$ cat src/rtl/mac_learn_pkg.sv
// Shared definitions for the MAC learn scheduler.
//   OP_LEARN / OP_AGE : table command opcodes driven on tbl_op
//   MAC_W             : MAC address width
//   tbl_cmd_t         : registered table command {op, mac, port, index}
// The port and index fields are sized for the default configuration
// (NUM_PORTS = 7, TABLE_DEPTH = 256); smaller configurations use the low bits.
package mac_learn_pkg;

   localparam int unsigned MAC_W      = 48;
   localparam int unsigned CMD_PORT_W = 3;
   localparam int unsigned CMD_IDX_W  = 8;

   localparam logic [1:0] OP_LEARN = 2'd0;
   localparam logic [1:0] OP_AGE   = 2'd1;

   typedef struct packed {
      logic [1:0]            op;
      logic [MAC_W-1:0]      mac;
      logic [CMD_PORT_W-1:0] port;
      logic [CMD_IDX_W-1:0]  index;
   } tbl_cmd_t;

endpackage

$ cat src/rtl/mac_learn_scheduler_rr_arbiter.sv
// Combinational round-robin arbiter.
//   req_i : request vector
//   ptr_i : highest-priority position; search runs upward from here with wrap
//   gnt_o : one-hot grant, zero when no request
//   idx_o : index of the granted bit (0 when no request)
module rr_arbiter #(
   parameter int unsigned N     = 7,
   parameter int unsigned PTR_W = (N > 1) ? $clog2(N) : 1
) (
   input  logic [N-1:0]     req_i,
   input  logic [PTR_W-1:0] ptr_i,
   output logic [N-1:0]     gnt_o,
   output logic [PTR_W-1:0] idx_o
);

   int   cand;
   logic found;

   always_comb begin
      gnt_o = '0;
      idx_o = '0;
      found = 1'b0;
      cand  = 0;
      for (int i = 0; i < int'(N); i++) begin
         cand = int'(ptr_i) + i;
         if (cand >= int'(N)) begin
            cand = cand - int'(N);
         end
         if (!found && req_i[cand]) begin
            found       = 1'b1;
            gnt_o[cand] = 1'b1;
            idx_o       = PTR_W'(cand);
         end
      end
   end

endmodule

$ cat src/rtl/mac_learn_scheduler.sv
// Shares the MAC table write port among NUM_PORTS ingress learn requesters.
// Learn requests are arbitrated round-robin; one table command is issued per
// tbl_valid/tbl_ready handshake. With MAC_LEARN_AGING_EN defined, a periodic
// aging scan over every table index is issued in slots with no learn request.
// Ports:
//   axis_aclk, axis_reset : clock, asynchronous active-high reset
//   req_valid/req_ready   : per-port learn request / one-hot accept
//   req_mac_flat          : per-port source MAC, port i at [i*MAC_W +: MAC_W]
//   tbl_valid/tbl_ready   : table command handshake
//   tbl_op/mac/port/index : command payload (held stable while stalled)
//   age_overrun           : sticky, aging period expired with a scan still pending
// Build option: MAC_LEARN_AGING_EN enables the aging timer and scan.
module mac_learn_scheduler
   import mac_learn_pkg::*;
#(
   parameter int unsigned NUM_PORTS   = 7,
   parameter int unsigned TABLE_DEPTH = 256,
   parameter int unsigned AGE_PERIOD  = 1250
) (
   input  logic                             axis_aclk,
   input  logic                             axis_reset,
   input  logic [NUM_PORTS-1:0]             req_valid,
   output logic [NUM_PORTS-1:0]             req_ready,
   input  logic [NUM_PORTS*MAC_W-1:0]       req_mac_flat,
   output logic                             tbl_valid,
   input  logic                             tbl_ready,
   output logic [1:0]                       tbl_op,
   output logic [MAC_W-1:0]                 tbl_mac,
   output logic [$clog2(NUM_PORTS)-1:0]     tbl_port,
   output logic [$clog2(TABLE_DEPTH)-1:0]   tbl_index,
   output logic                             age_overrun
);

   localparam int unsigned PORT_W = $clog2(NUM_PORTS);
   localparam int unsigned IDX_W  = $clog2(TABLE_DEPTH);

   if (NUM_PORTS < 2 || PORT_W > CMD_PORT_W || IDX_W > CMD_IDX_W || AGE_PERIOD < 2)
   begin : g_bad_cfg
      $error("mac_learn_scheduler: unsupported parameter combination");
   end

   typedef enum logic {StIdle, StIssue} state_t;

   state_t              state_q, state_d;
   logic                valid_q, valid_d;
   tbl_cmd_t            cmd_q, cmd_d;
   logic [PORT_W-1:0]   rr_ptr_q, rr_ptr_d;
   logic [NUM_PORTS-1:0] gnt;
   logic [PORT_W-1:0]   win_idx;

`ifdef MAC_LEARN_AGING_EN
   localparam int unsigned TMR_W = $clog2(AGE_PERIOD);
   logic [TMR_W-1:0] timer_q, timer_d;
   logic [IDX_W-1:0] scan_idx_q, scan_idx_d;
   logic             pending_q, pending_d;
   logic             overrun_q, overrun_d;
   logic             timer_tc;
`endif

   rr_arbiter #(
      .N     (NUM_PORTS),
      .PTR_W (PORT_W)
   ) u_rr_arbiter (
      .req_i (req_valid),
      .ptr_i (rr_ptr_q),
      .gnt_o (gnt),
      .idx_o (win_idx)
   );

   always_comb begin
      state_d  = state_q;
      valid_d  = valid_q;
      cmd_d    = cmd_q;
      rr_ptr_d = rr_ptr_q;
`ifdef MAC_LEARN_AGING_EN
      timer_tc   = (timer_q == TMR_W'(AGE_PERIOD - 1));
      timer_d    = timer_tc ? '0 : timer_q + 1'b1;
      scan_idx_d = scan_idx_q;
      pending_d  = pending_q;
      overrun_d  = overrun_q;
`endif
      unique case (state_q)
         StIdle: begin
            if (|req_valid) begin
               cmd_d.op                = OP_LEARN;
               cmd_d.mac               = req_mac_flat[int'(win_idx)*MAC_W +: MAC_W];
               cmd_d.port              = '0;
               cmd_d.port[PORT_W-1:0]  = win_idx;
               cmd_d.index             = '0;
               rr_ptr_d = (win_idx == PORT_W'(NUM_PORTS - 1)) ? '0 : win_idx + 1'b1;
               valid_d  = 1'b1;
               state_d  = StIssue;
            end
`ifdef MAC_LEARN_AGING_EN
            else if (pending_q) begin
               cmd_d.op               = OP_AGE;
               cmd_d.mac              = '0;
               cmd_d.port             = '0;
               cmd_d.index            = '0;
               cmd_d.index[IDX_W-1:0] = scan_idx_q;
               valid_d = 1'b1;
               state_d = StIssue;
            end
`endif
         end
         StIssue: begin
            if (tbl_ready) begin
               valid_d = 1'b0;
               state_d = StIdle;
`ifdef MAC_LEARN_AGING_EN
               if (cmd_q.op == OP_AGE) begin
                  if (scan_idx_q == IDX_W'(TABLE_DEPTH - 1)) begin
                     scan_idx_d = '0;
                     pending_d  = 1'b0;
                  end else begin
                     scan_idx_d = scan_idx_q + 1'b1;
                  end
               end
`endif
            end
         end
      endcase
`ifdef MAC_LEARN_AGING_EN
      // Terminal count wins over a scan completing in the same cycle, so a
      // fresh scan restarts at index 0.
      if (timer_tc) begin
         if (pending_q) begin
            overrun_d = 1'b1;
         end
         pending_d = 1'b1;
      end
`endif
   end

   always_ff @(posedge axis_aclk or posedge axis_reset) begin
      if (axis_reset) begin
         state_q    <= StIdle;
         valid_q    <= 1'b0;
         cmd_q      <= '0;
         rr_ptr_q   <= '0;
`ifdef MAC_LEARN_AGING_EN
         timer_q    <= '0;
         scan_idx_q <= '0;
         pending_q  <= 1'b0;
         overrun_q  <= 1'b0;
`endif
      end else begin
         state_q    <= state_d;
         valid_q    <= valid_d;
         cmd_q      <= cmd_d;
         rr_ptr_q   <= rr_ptr_d;
`ifdef MAC_LEARN_AGING_EN
         timer_q    <= timer_d;
         scan_idx_q <= scan_idx_d;
         pending_q  <= pending_d;
         overrun_q  <= overrun_d;
`endif
      end
   end

   // Gated by reset so no accept is signalled while the FSM cannot capture it.
   assign req_ready = (state_q == StIdle && !axis_reset) ? gnt : '0;
   assign tbl_valid = valid_q;
   assign tbl_op    = cmd_q.op;
   assign tbl_mac   = cmd_q.mac;
   assign tbl_port  = cmd_q.port[PORT_W-1:0];
   assign tbl_index = cmd_q.index[IDX_W-1:0];
`ifdef MAC_LEARN_AGING_EN
   assign age_overrun = overrun_q;
`else
   assign age_overrun = 1'b0;
`endif

endmodule
$ cat config.mk
export PLATFORM = sky130hd
export DESIGN_NAME = mac_learn_scheduler
export DESIGN_NICKNAME = d
export VERILOG_FILES = /design/src/rtl/mac_learn_pkg.sv /design/src/rtl/mac_learn_scheduler_rr_arbiter.sv /design/src/rtl/mac_learn_scheduler.sv
export SDC_FILE = /design/constraint.sdc
export NUM_CORES = 1
export LEC_CHECK = 0
export ABC_AREA = 1
export CAP_MARGIN = 15
export CORE_AREA = 2 2 163 165
export CTS_CLUSTER_DIAMETER = 120
export DETAILED_ROUTE_END_ITERATION = 10
export DIE_AREA = 0 0 165 167
export PLACE_DENSITY = 0.82
export REMOVE_ABC_BUFFERS = 1
export SLEW_MARGIN = 30
export SYNTH_ARGS = -nofsm -noshare
export SYNTH_HDL_FRONTEND = slang
export SYNTH_HIERARCHICAL = 1
export SYNTH_SLANG_ARGS = --single-unit
$ cat constraint.sdc
create_clock -name axis_aclk -period 3.2 [get_ports axis_aclk]
set_input_delay 0.32 -clock axis_aclk [delete_from_list [all_inputs] [get_ports axis_aclk]]
set_output_delay 0.32 -clock axis_aclk [all_outputs]
set_load 0.005 [all_outputs]
==> results of run 1 <==
## Yosys cell counts, drive strengths merged
master,instances,area share
fa,1,0.0023
xor2,2,0.0020
o211ai,7,0.0067
o21ai,39,0.024
a22oi,2,0.0017
clkinv,1,0.00043
and2,1,0.00073
xnor2,1,0.0010
dfrtp,56,0.16
a31oi,1,0.00073
inv,234,0.10
nor3,8,0.0052
or2,49,0.036
nand4,19,0.016
conb,1,0.00043
nor2,185,0.089
o21a,1,0.00087
ha,18,0.026
nand3b,1,0.00087
a21oi,15,0.0087
nand2,652,0.29
nand3,270,0.16
clkbuf,16,0.0070
buf,80,0.057
## what timing repair did
| action | in CTS | in global routing |
|---|---|---|
| gates resized for setup | 143 | 76 |
| endpoints found under the setup margin | 61 | 61 |
| gates cloned | 9 | 14 |
| setup buffers | 32 | 11 |
| pin swaps | 41 | 40 |
## worst reg2reg max path, stage by stage (launching register included)
cell	delay, ns
dfrtp_2	0.47
clkinv_4	0.12
ha_4	0.19
fa_1	0.54
nand2_2	0.07
nand2_4	0.12
inv_4	0.06
nor2_4	0.11
nand3_2	0.08
nand2_2	0.08
inv_2	0.04
nand2_2	0.06
nand3_4	0.13
nor2_8	0.16
buf_6	0.12
nand4_1	0.09
buf_4	0.16
nand3_4	0.10
buf_12	0.13
buf_12	0.14
buf_16	0.16
nor2_1	0.08
nor2_1	0.15
nand2_1	0.09
nand2_1	0.10
nand3_2	0.09
nand2_1	0.07
## worst max path at each step
stage,startpoint,to,slack (ns),cells after the start
floorplan,rr_ptr_q[0],tbl_mac[13],-4.98,25
global placement,rr_ptr_q[0],tbl_mac[3],-0.53,23
detailed placement,rr_ptr_q[1],tbl_mac[3],-0.63,26
CTS,rr_ptr_q[1],tbl_mac[23],-0.45,25
global route,rr_ptr_q[1],tbl_mac[24],-0.89,26
finish,rr_ptr_q[1],tbl_mac[24],-0.57,26
## final cells by class
cell class	instances	area, µm²	area share
multi-input cells	1284	6370	0.402
repair inverters	2	22.5	0.00142
clock buffers	5	125	0.00789
flip-flops and latches	56	1410	0.0886
repair buffers	642	6560	0.414
diodes	3	7.51	0.000474
inverters	235	915	0.0577
well taps	335	419	0.0264
clock inverters	3	26.3	0.00166
## logic make-up after synthesis
family	share of synthesized area
AND/OR/NAND/NOR	0.596
buffers and inverters	0.166
AO/OA/AOI/OAI	0.0431
flip-flops	0.162
adder cells (fa/ha/maj)	0.0284
XOR/XNOR	0.00305
other	0.000435
## metrics by stage
step / worst slack (ns) / setup TNS, ns / cells / instance area (µm²) / utilization
global route: -0.890 / -42.15 / 2565 / 15900 / 0.615
detailed placement: -0.630 / -32.80 / 2490 / 14200 / 0.550
floorplan: -4.98 / -263.62 / 1574 / 8120 / -
global placement: -0.527 / -25.73 / 2490 / 14200 / 0.550
CTS: -0.445 / -22.43 / 2539 / 15200 / 0.590
finish: -0.575 / -28.32 / 2565 / 15900 / 0.615
## flip-flops by register name, summed over array words and instances, names as in the netlist
signal	flops
tbl_valid	1
tbl_mac	48
state_q	1
rr_ptr_q	3
tbl_port	3
## layer usage
metal / routed length, µm / global-route usage
met1: 16900 / 0.357
met2: 22100 / 0.527
met3: 2840 / 0.0401
met4: 2300 / 0.137
met5: 0 / 0
==> flow_metrics.env, run 1 <==
export IMPL_status="complete, but fails checks"
export IMPL_violations="negative setup slack"
export IMPL_syn_inst=1660
export IMPL_crit_family="simple AND/OR/NAND/NOR gates"
export IMPL_numCtsBuffers=5
export IMPL_final_common_cell="nand2_1"
export IMPL_coreArea_um2=25800
export IMPL_grt_max_degree=57
export IMPL_syn_area_per_cell_um2=5.20
export IMPL_worst_slack_ns=-0.575
export IMPL_die_y_um=167
export IMPL_grt_use_total=0.300
export IMPL_min_delay_worst_endpoint="tbl_mac[9]"
export IMPL_drc_errors=0
export IMPL_grt_pass1_wl_um=64100
export IMPL_min_period_over_period=1.18
export IMPL_ys_seq_area_frac=0.162
export IMPL_worst_pin_slew_ns=0.782
export IMPL_num_io_pins=416
export IMPL_drt_iter0_markers=953
export IMPL_start_kind="flip-flop"
export IMPL_initial_core_util=0.335
export IMPL_vias_per_cell=4.98
export IMPL_skew_ns=0.00741
export IMPL_whs_ns=0.479
export IMPL_synth_seq_cells=56
export IMPL_ys_warnings_count=6
export IMPL_clkSlewWorstSetupHoldPaths_ns=0.08
export IMPL_required_ns=3.45
export IMPL_numPortBuffers=404
export IMPL_critPathBufInv=8
export IMPL_r2r_end="tbl_mac[24]"
export IMPL_grt_pass1_vias=12100
export IMPL_crit_type="reg -> reg"
export IMPL_clock_sinks=56
export IMPL_ant_nets=0
export IMPL_grt_ovfl_total=0
export IMPL_layout_common_cells="614 x nand2_1, 397 x clkdlybuf4s50_1, 238 x nand3_1, 214 x inv_1, 174 x buf_4"
export IMPL_num_rows=59
export IMPL_hold_depth=2
export IMPL_die_area_um2=27600
export IMPL_ctsHoldBuffers=0
export IMPL_synth_area_um2=8630
export IMPL_globalplace_congestion=0.958
export IMPL_cap_violations=0
export IMPL_grt_setup_unrepaired="true"
export IMPL_cp_end_kind="flip-flop"
export IMPL_clock_path_buffers=2
export IMPL_min_from="tbl_mac[9]"
export IMPL_arrival_ns=4.03
export IMPL_antenna_found_initial=4
export IMPL_ff2ff_path_depth=26
export IMPL_nets=2591
export IMPL_cp_max_fo=18
export IMPL_r2r_slack_ns=-0.57
export IMPL_area_growth_syn_to_layout_pct=83.7
export IMPL_critPathSlowestCell="fa_1"
export IMPL_cpPeakStageDelay_ns=0.54
export IMPL_setup_viol=61
export IMPL_regToRegStartpoint="rr_ptr_q[1]"
export IMPL_hold_path_class="reg -> reg"
export IMPL_slew_headroom=0.479
export IMPL_drive_above_1_share=0.202
export IMPL_max_freq_mhz=265
export IMPL_synth_distinct_cells=42
export IMPL_finalMaxSlewViolations=0
export IMPL_clockRootBuffer="clkbuf_16"
export IMPL_cts_max_level=2
export IMPL_die_x_um=165
export IMPL_fillers=2366
export IMPL_wl_per_cell_um=17.2
export IMPL_finalHoldViolCount=0
export IMPL_vias=12800
export IMPL_dpl_hpwl_um=32100
export IMPL_first_pass_iters=8
export IMPL_insertion_delay_ns=0.31
export IMPL_period_minus_slack_ns=3.77
export IMPL_wirelength_um=44100
export IMPL_cts_tree="built"
Power of run 1 is left out: the tool's default activity adds up to more than one toggle a clock period on the data nets, which glitch-free logic cannot reach.
==> run 2: changes to the inputs <==
--- a/config.mk
+++ b/config.mk
@@ -11,9 +11,8 @@
 export CTS_CLUSTER_DIAMETER = 120
 export DETAILED_ROUTE_END_ITERATION = 10
 export DIE_AREA = 0 0 165 167
-export PLACE_DENSITY = 0.82
+export PLACE_DENSITY = 0.79
 export REMOVE_ABC_BUFFERS = 1
-export SLEW_MARGIN = 30
 export SYNTH_ARGS = -nofsm -noshare
 export SYNTH_HDL_FRONTEND = slang
 export SYNTH_HIERARCHICAL = 1
==> constraint.sdc (replaced) <==
create_clock -name axis_aclk -period 4.2 [get_ports axis_aclk]
set_input_delay 0.42 -clock axis_aclk [delete_from_list [all_inputs] [get_ports axis_aclk]]
set_output_delay 0.42 -clock axis_aclk [all_outputs]
set_load 0.005 [all_outputs]
==> flow_metrics.env, run 2 (same netlist as run 1, synthesis figures left out) <==
export IMPL_status="complete, no violations"
export IMPL_arrival_ns=4.14
export IMPL_num_io_pins=416
export IMPL_grt_ovfl_total=0
export IMPL_finalSetupTns_ns=0
export IMPL_clock_sinks=56
export IMPL_finalHoldViolCount=0
export IMPL_cts_tree="built"
export IMPL_path_cells="buf_4, ha_2, fa_1, nand2_1, nand2_2, inv_1, nor2_2, nand3_1, nand2_1, inv_1, nand2_2, nand3_4, nor2_8, nand4_1, buf_4, buf_4, nand3_4, inv_4, buf_12, or2_2, nand2_1, nand2_1, nand3_1, nand2_1"
export IMPL_clkSlewWorstSetupHoldPaths_ns=0.08
export IMPL_ant_nets=0
export IMPL_area_growth_syn_to_layout_pct=56.8
export IMPL_final_common_cell="nand2_1"
export IMPL_numCtsBuffers=5
export IMPL_cap_violations=0
export IMPL_globalplace_congestion=0.975
export IMPL_hold_depth=2
export IMPL_cp_max_fo=54
export IMPL_first_pass_iters=5
export IMPL_setup_viol=0
export IMPL_wirelength_um=38200
export IMPL_drive_above_1_share=0.0928
export IMPL_worst_pin_slew_ns=0.860
export IMPL_cpMostUsedCell="nand2_1"
export IMPL_cpPeakStageDelay_ns=0.51
export IMPL_clock_path_buffers=2
export IMPL_start_kind="flip-flop"
export IMPL_num_rows=59
export IMPL_numPortBuffers=404
export IMPL_grt_pass1_vias=11100
export IMPL_period_minus_slack_ns=3.94
export IMPL_skew_ns=0.00621
export IMPL_coreArea_um2=25800
export IMPL_wl_per_cell_um=16.1
export IMPL_dp_cells=2356
export IMPL_initial_core_util=0.335
export IMPL_hold_path_class="reg -> reg"
export IMPL_die_x_um=165
export IMPL_nets=2401
export IMPL_fin_cells=2376
export IMPL_finalMaxSlewViolations=0
export IMPL_ff2ff_path_depth=24
export IMPL_grt_pass1_wl_um=58800
export IMPL_min_period_over_period=0.937
export IMPL_cts_max_level=2
export IMPL_grt_max_degree=62
export IMPL_slew_headroom=0.427
export IMPL_drt_iter0_markers=743
export IMPL_final_area_um2=13500
export IMPL_cp_end_kind="flip-flop"
export IMPL_insertion_delay_ns=0.31
export IMPL_critPathSlowestCell="fa_1"
export IMPL_vias=11700
export IMPL_clockRootBuffer="clkbuf_16"
export IMPL_required_ns=4.41
export IMPL_largest_reg_flops=48
export IMPL_ctsHoldBuffers=0
export IMPL_vias_per_cell=4.92
export IMPL_die_y_um=167
export IMPL_dpl_hpwl_um=29900
export IMPL_grt_setup_unrepaired="false"
export IMPL_grt_use_total=0.273
export IMPL_drc_errors=0
export IMPL_die_area_um2=27600
export IMPL_antenna_found_initial=5
export IMPL_max_freq_mhz=254
export IMPL_post_dp_cell_area_um2=13100
export IMPL_layout_common_cells="637 x nand2_1, 397 x clkdlybuf4s50_1, 260 x nand3_1, 217 x inv_1, 167 x nor2_1"
export IMPL_crit_type="reg -> reg"
run 2: cell types whose count changed in the layout (fill, tap and decap cells not counted), moves of 12 or more:
cell       previous run  this run
nand2_1             614       637
buf_4               174        37
buf_6                20         1
nand3_2              26         6
nand2_2              31        12
nand3_1             238       260
clkbuf_16            17         5
run 2: cell type report:
type                            count  area [µm²]
Fill cell                        2625       12200
Clock inverter                      3        68.8
Tap cell                          335         419
Timing Repair Buffer              455        4610
Inverter                          235         892
Clock buffer                        5         125
Multi-Input combinational cell   1283        6000
Sequential cell                    56        1410
Antenna cell                        4        10.0
run 2: critical path, delay by kind of cell (launching register included):
family	cells	cell delay (ns)
adders and majority gates	2	0.73
buffers and inverters	7	0.89
DFF	1	0.44
and+or+nand+nor	15	1.75
run 2: final timing paths:
path,start,to,slack [ns]
min in group asynchronous,axis_reset,tbl_mac[2],0.73
setup reg to reg,rr_ptr_q[0],tbl_mac[23],0.26
max in group asynchronous,axis_reset,rr_ptr_q[2],2.83
hold reg to reg,tbl_mac[27],tbl_mac[27],0.48
hold / removal,tbl_mac[27],tbl_mac[27],0.48
setup / recovery,rr_ptr_q[0],tbl_mac[23],0.26
run 2: through the flow:
step / hold WS (ns) / setup WS (ns) / util
global placement: 0.463 / 0.179 / 0.509
finish: 0.482 / 0.264 / 0.525
global route: 0.503 / 0.0141 / 0.525
floorplan: 0.473 / -3.98 / -
CTS: 0.486 / 0.00181 / 0.518
detailed placement: 0.464 / 0.135 / 0.509
run 2: routing by layer:
metal	wire (µm)	vias to the layer above	GRT usage	part of all wire
li1	-	5815	-	-
met1	15400	5288	0.327	0.40
met2	18300	477	0.463	0.48
met3	2370	112	0.0478	0.062
met4	2140	2	0.138	0.056
met5	13	-	0	0.00034
run 2: what timing repair did:
item                                    CTS  global route
buffers inserted                          3             5
pin swaps                                 2             7
endpoints found under the setup margin    7            31
resized for setup                        13            36
Power of run 2 is left out for the same reason.
